<file path="src/rtl/sig_decode_pwm.sv">
// Pulse-width symbol decoder with word assembly, gap timeout and framing-error reporting.
// Latency: symbol strobe SPS cycles after its rising edge; the word strobe coincides with its last symbol.
// Backpressure: none; every output is a one-cycle strobe the consumer must take when it appears.
module sig_decode_pwm #(
  parameter int SPS       = 4,
  parameter int ONE_MIN   = 3,
  parameter int ZERO_MAX  = 1,
  parameter int WORD_BITS = 8,
  parameter int GAP_MAX   = 16
) (
  input  logic                 clk,
  input  logic                 Reset,
  input  logic                 Enable,
  input  logic                 Data_In,
  output logic [1:0]           Sym_Code,
  output logic                 Sym_Valid,
  output logic [WORD_BITS-1:0] Word_Out,
  output logic                 Word_Valid,
  output logic                 Frame_Err,
  output logic                 Busy
);

  localparam int CW = $clog2(SPS + 1);
  localparam int BW = $clog2(WORD_BITS + 1);
  localparam int GW = $clog2(GAP_MAX + 1);

  localparam logic [1:0] CODE_ONE  = 2'b01;
  localparam logic [1:0] CODE_ZERO = 2'b10;
  localparam logic [1:0] CODE_ERR  = 2'b11;

  typedef enum logic {IDLE, SAMPLE} state_t;

  state_t               state, state_nxt;
  logic                 prev;
  logic [CW-1:0]        ones, smp;
  logic [CW-1:0]        ones_nxt, smp_nxt;
  logic [BW-1:0]        bitcnt;
  logic [GW-1:0]        gapcnt;
  logic [WORD_BITS-1:0] shreg, word_nxt;
  logic [1:0]           code_nxt;
  logic                 rise, start, sym_done, abort, sym_bit, word_done, gap_wait, gap_hit;

  always_comb begin
    rise      = Data_In & ~prev;
    start     = (state == IDLE) & Enable & rise;
    ones_nxt  = ones + CW'(Data_In);
    smp_nxt   = smp + CW'(1);
    sym_done  = (state == SAMPLE) & Enable & (smp_nxt == CW'(SPS));
    abort     = (state == SAMPLE) & ~Enable;
    if (ones_nxt >= CW'(ONE_MIN))
      code_nxt = CODE_ONE;
    else if (ones_nxt <= CW'(ZERO_MAX))
      code_nxt = CODE_ZERO;
    else
      code_nxt = CODE_ERR;
    sym_bit   = (code_nxt == CODE_ONE);
    word_nxt  = (shreg << 1) | WORD_BITS'(sym_bit);
    word_done = (bitcnt == BW'(WORD_BITS - 1));
    // A rise that starts a new symbol always beats an expiring gap timer.
    gap_wait  = (state == IDLE) & ~start & (bitcnt != '0);
    gap_hit   = gap_wait & (gapcnt == GW'(GAP_MAX - 1));
  end

  always_ff @(posedge clk) begin
    if (Reset)
      state <= IDLE;
    else
      state <= state_nxt;
  end

  always_comb begin
    state_nxt = state;
    case (state)
      IDLE:    if (start) state_nxt = SAMPLE;
      SAMPLE:  if (abort || sym_done) state_nxt = IDLE;
      default: state_nxt = IDLE;
    endcase
  end

  always_comb begin
    Busy = (state == SAMPLE) | (bitcnt != '0);
  end

  always_ff @(posedge clk) begin
    if (Reset) begin
      prev       <= 1'b0;
      ones       <= '0;
      smp        <= '0;
      bitcnt     <= '0;
      gapcnt     <= '0;
      shreg      <= '0;
      Word_Out   <= '0;
      Sym_Code   <= 2'b00;
      Sym_Valid  <= 1'b0;
      Word_Valid <= 1'b0;
      Frame_Err  <= 1'b0;
    end else begin
      prev       <= Data_In;
      Sym_Code   <= 2'b00;
      Sym_Valid  <= 1'b0;
      Word_Valid <= 1'b0;
      Frame_Err  <= 1'b0;

      if (start) begin
        ones   <= CW'(1);
        smp    <= CW'(1);
        gapcnt <= '0;
      end else if (state == SAMPLE) begin
        ones <= ones_nxt;
        smp  <= smp_nxt;
      end

      // Aborted symbols drop the partial word without any strobe.
      if (abort)
        bitcnt <= '0;

      if (sym_done) begin
        Sym_Valid <= 1'b1;
        Sym_Code  <= code_nxt;
        if (code_nxt == CODE_ERR) begin
          Frame_Err <= 1'b1;
          bitcnt    <= '0;
        end else if (word_done) begin
          shreg      <= word_nxt;
          Word_Out   <= word_nxt;
          Word_Valid <= 1'b1;
          bitcnt     <= '0;
        end else begin
          shreg  <= word_nxt;
          bitcnt <= bitcnt + BW'(1);
        end
      end

      if (gap_hit) begin
        Frame_Err <= 1'b1;
        bitcnt    <= '0;
        gapcnt    <= '0;
      end else if (gap_wait) begin
        gapcnt <= gapcnt + GW'(1);
      end
    end
  end

endmodule

</file>
<file path="config.mk">
export PLATFORM = sky130hd
export DESIGN_NAME = sig_decode_pwm
export DESIGN_NICKNAME = d
export VERILOG_FILES = /design/src/rtl/sig_decode_pwm.sv
export SDC_FILE = /design/constraint.sdc
export NUM_CORES = 1
export LEC_CHECK = 0
export ABC_CLOCK_PERIOD_IN_PS = 2200
export CAP_MARGIN = 10
export CORE_MARGIN = 1.5
export CORE_UTILIZATION = 47
export CTS_BUF_LIST = sky130_fd_sc_hd__clkbuf_4
export DETAILED_ROUTE_END_ITERATION = 8
export GPL_TIMING_DRIVEN = 0
export PLACE_DENSITY = 0.69
export SLEW_MARGIN = 0
export SYNTH_ARGS = -nofsm -noshare
export SYNTH_HDL_FRONTEND = slang
export SYNTH_SLANG_ARGS = --single-unit
</file>
<file path="constraint.sdc">
create_clock -name clk -period 2.2 [get_ports clk]
set_clock_uncertainty 0.15 [all_clocks]
set_input_delay 0.44 -clock clk [delete_from_list [all_inputs] [get_ports clk]]
set_output_delay 0.44 -clock clk [all_outputs]
set_load 0.05 [all_outputs]
</file>
==> impl_metrics.py <==
metrics = {
    "logic_synthesis": {
        "synthFlopType": "dfxtp_1",
        "yosys_warnings": 0,
        "synthTopCellsByArea": "dfxtp_1 46%, a21oi_1 6.2%, ha_1 6.2%",
        "async_flop_share_pct": 0,
        "synth_cell_types": 34,
        "synth_seq_cells": 37,
        "yosys.cell_count.top_type": "dfxtp_1",
        "syn_inst": 181,
        "avgSynthCellArea_um2": 8.89,
        "ys_seq_area_share_pct": 46.0,
        "synth_area_um2": 1610,
        "synth-edff-count": 0,
        "syn_nets": 193,
        "synth_top_area_share_pct": 46.0,
        "yosysTopAreaCell": "dfxtp_1",
        "yosys-top-cells-count": "37 x dfxtp_1, 20 x a21oi_1, 17 x nand3_1",
    },
    "pwr": {
        "power.leakage_uw": 0.000663,
        "switchingPower_uw": 281,
        "power.density_nw_per_um2": 645,
        "power.internal_uw": 951,
        "swShare_pct": 22.8,
        "power_uw": 1230,
        "clock_power_share_pct": 38.5,
        "ir_drop_uv": 371,
        "comb_power_share_pct": 6.2,
        "pwr-share-seq_pct": 55.3,
    },
    "cts": {
        "cts_tree": "yes",
        "clk_pin_slew_ps": 100,
        "htree_levels": 2,
        "cts_resized": 8,
        "numCtsBuffers": 5,
        "cts.sinks": 37,
        "clock_latency_ps": 350,
        "post-cts-setup-buffers": 0,
        "cts_buffer_depth": 2,
        "clock_tree.root_cell": "clkbuf_4",
        "ctsHoldBuffers": 0,
    },
    "routing": {
        "via_count": 1392,
        "highest_layer": "met4",
        "ant_nets": 0,
        "drc": 0,
        "wl_met2_mm": 1.55,
        "drt_iter0_markers": 89,
        "wire_per_inst_um": 13.2,
        "wirelength_met1_mm": 1.55,
        "wl_met3_um": 148,
        "drt_first_pass_iters": 4,
        "viasPerCell": 5.55,
        "drt-total-wl_mm": 3.32,
    },
    "status": {
        "outcome": "finished clean",
    },
    "placed_design": {
        "place_hpwl_mm": 2.38,
        "place.port_buffers": 16,
        "gp_congestion": 0.915,
        "dpl_cell_area_um2": 1830,
        "placedCellCount": 243,
    },
    "layout": {
        "fin_cells": 251,
        "drive_gt1_share_pct": 9.76,
        "seqCellArea_um2": 741,
        "design_area_um2": 1910,
        "nNetsFinal": 216,
        "fillCellCount": 325,
        "area_delta_synth_final_pct": 18.7,
        "antennaDiodeCount": 0,
        "multi_input_area_um2": 816,
    },
    "timing": {
        "tns_ps": 0,
        "min_period_over_period_pct": 95.1,
        "fmax_ghz": 0.478,
        "fin_crit_ps": 2090,
        "hold_violations": 0,
        "slew_viol_final": 0,
        "rsz0062_at_grt": "true",
        "tightest_slew_ps": 585,
        "setup_violations": 0,
        "relSlewSlack_pct": 60.8,
    },
    "floorplan": {
        "initial_core_util_pct": 48.6,
        "coreArea_um2": 3310,
        "pin_count": 18,
        "die_w_um": 61.5,
        "rows": 21,
        "die-area_um2": 3780,
        "die_h_um": 61.5,
    },
    "global_routing": {
        "antenna_found_initial": 0,
        "grt_pass1_vias": 1251,
        "grt_util_all_layers_pct": 19.9,
        "grt_first_pass_wirelength_mm": 5.52,
        "grt-ovfl-total": 0,
        "grt_max_degree": 12,
    },
    "worst_setup_path": {
        "critPathTopFamily": "simple AND/OR/NAND/NOR gates",
        "crit_chain": "dlygate4sd2_1 -> ha_1 -> ha_1 -> nor2b_1 -> and2_2 -> or3_1 -> a311oi_1",
        "crit_path_start_kind": "input pin",
        "arrival_ps": 2200,
        "cp_data_required_time_ps": 2310,
        "crit_type": "input pin to register",
        "crit_buf_inv": 1,
        "end_kind": "register",
        "crit_slowest_cell": "ha_1",
        "cpMostUsedCell": "ha_1",
        "crit_fanout": 7,
        "r2r_setup_slack_ps": 180,
        "cpPeakStageDelay_ps": 320,
    },
    "hold_path": {
        "hp-class": "input pin to register",
    },
    "flow_run": {
        "cap_violations": 0,
    },
}
[per-stage QoR]
step	setup WS (ps)	hold WS, ps	util (%)
2_1_floorplan	162	290	-
3_3_place_gp	-674	312	55.2
3_5_place_dp	-673	318	55.2
4_1_cts	-23.1	325	57.7
5_1_grt	-1.31	312	57.7
6_report	107	330	57.7
[final timing paths]
check | start | to | cells after the start
setup / recovery | Data_In | bitcnt[2] | 7
hold / removal | Reset | prev | 2
setup reg to reg | ones[0] | bitcnt[2] | 6
hold reg to reg | shreg[2] | shreg[3] | 2
[routing by layer]
layer / GRT usage (%) / up-vias
met5: 0 / -
li1: - / 697
met1: 26.0 / 655
met2: 30.2 / 33
met3: 6.93 / 7
met4: 7.90 / 0
[cell usage in the layout, fill, tap and decap left out, drive strengths merged, types with 3 or more instances in the layout]
master,instances
a211oi,3
a21oi,20
a31oi,3
buf,4
clkbuf,13
clkdlybuf4s50,14
dfxtp,37
ha,8
inv,5
mux2i,5
nand2,7
nand3,17
nand4,3
nor2,14
nor3,6
o21ai,16
or2,3
xnor2,3
xor2,3
[power groups by stage]
stage | Sequential [µW] | Clock (µW) | Combinational, µW
finish | 681 | 475 | 75.8
global route | 683 | 514 | 83.8
detailed placement | 697 | 0 | 77.1
CTS | 681 | 483 | 77.1
floorplan | 696 | 0 | 54.6
global placement | 696 | 0 | 76.3
[state kept, by name, indices dropped and copies added, names as in the netlist]
| signal | cells |
|---|---|
| bitcnt | 4 |
| Word_Valid | 1 |
| Sym_Code | 2 |
| Sym_Valid | 1 |
| shreg | 7 |
| state | 1 |
| Word_Out | 8 |
| Frame_Err | 1 |
| smp | 3 |
| ones | 3 |
| prev | 1 |
| gapcnt | 5 |
[logic make-up after synthesis]
group	after synthesis	synth area share [%]
adder cells (fa/ha/maj)	8	6.22
XOR/XNOR	6	3.27
multiplexers	5	3.11
AO/OA/AOI/OAI	49	18.0
AND/OR/NAND/NOR	61	19.7
buffers and inverters	15	3.73
flip-flops	37	46.0
[cell type report]
| type | count | area share [%] |
|---|---|---|
| well taps | 46 | 3.01 |
| flip-flops and latches | 37 | 38.8 |
| clock buffers | 6 | 2.36 |
| clock inverters | 2 | 1.77 |
| repair buffers | 16 | 8.06 |
| multi-input cells | 129 | 42.7 |
| inverters | 5 | 0.983 |
| plain buffers | 10 | 2.29 |
No activity file was read; power rests on OpenSTA's default activity.
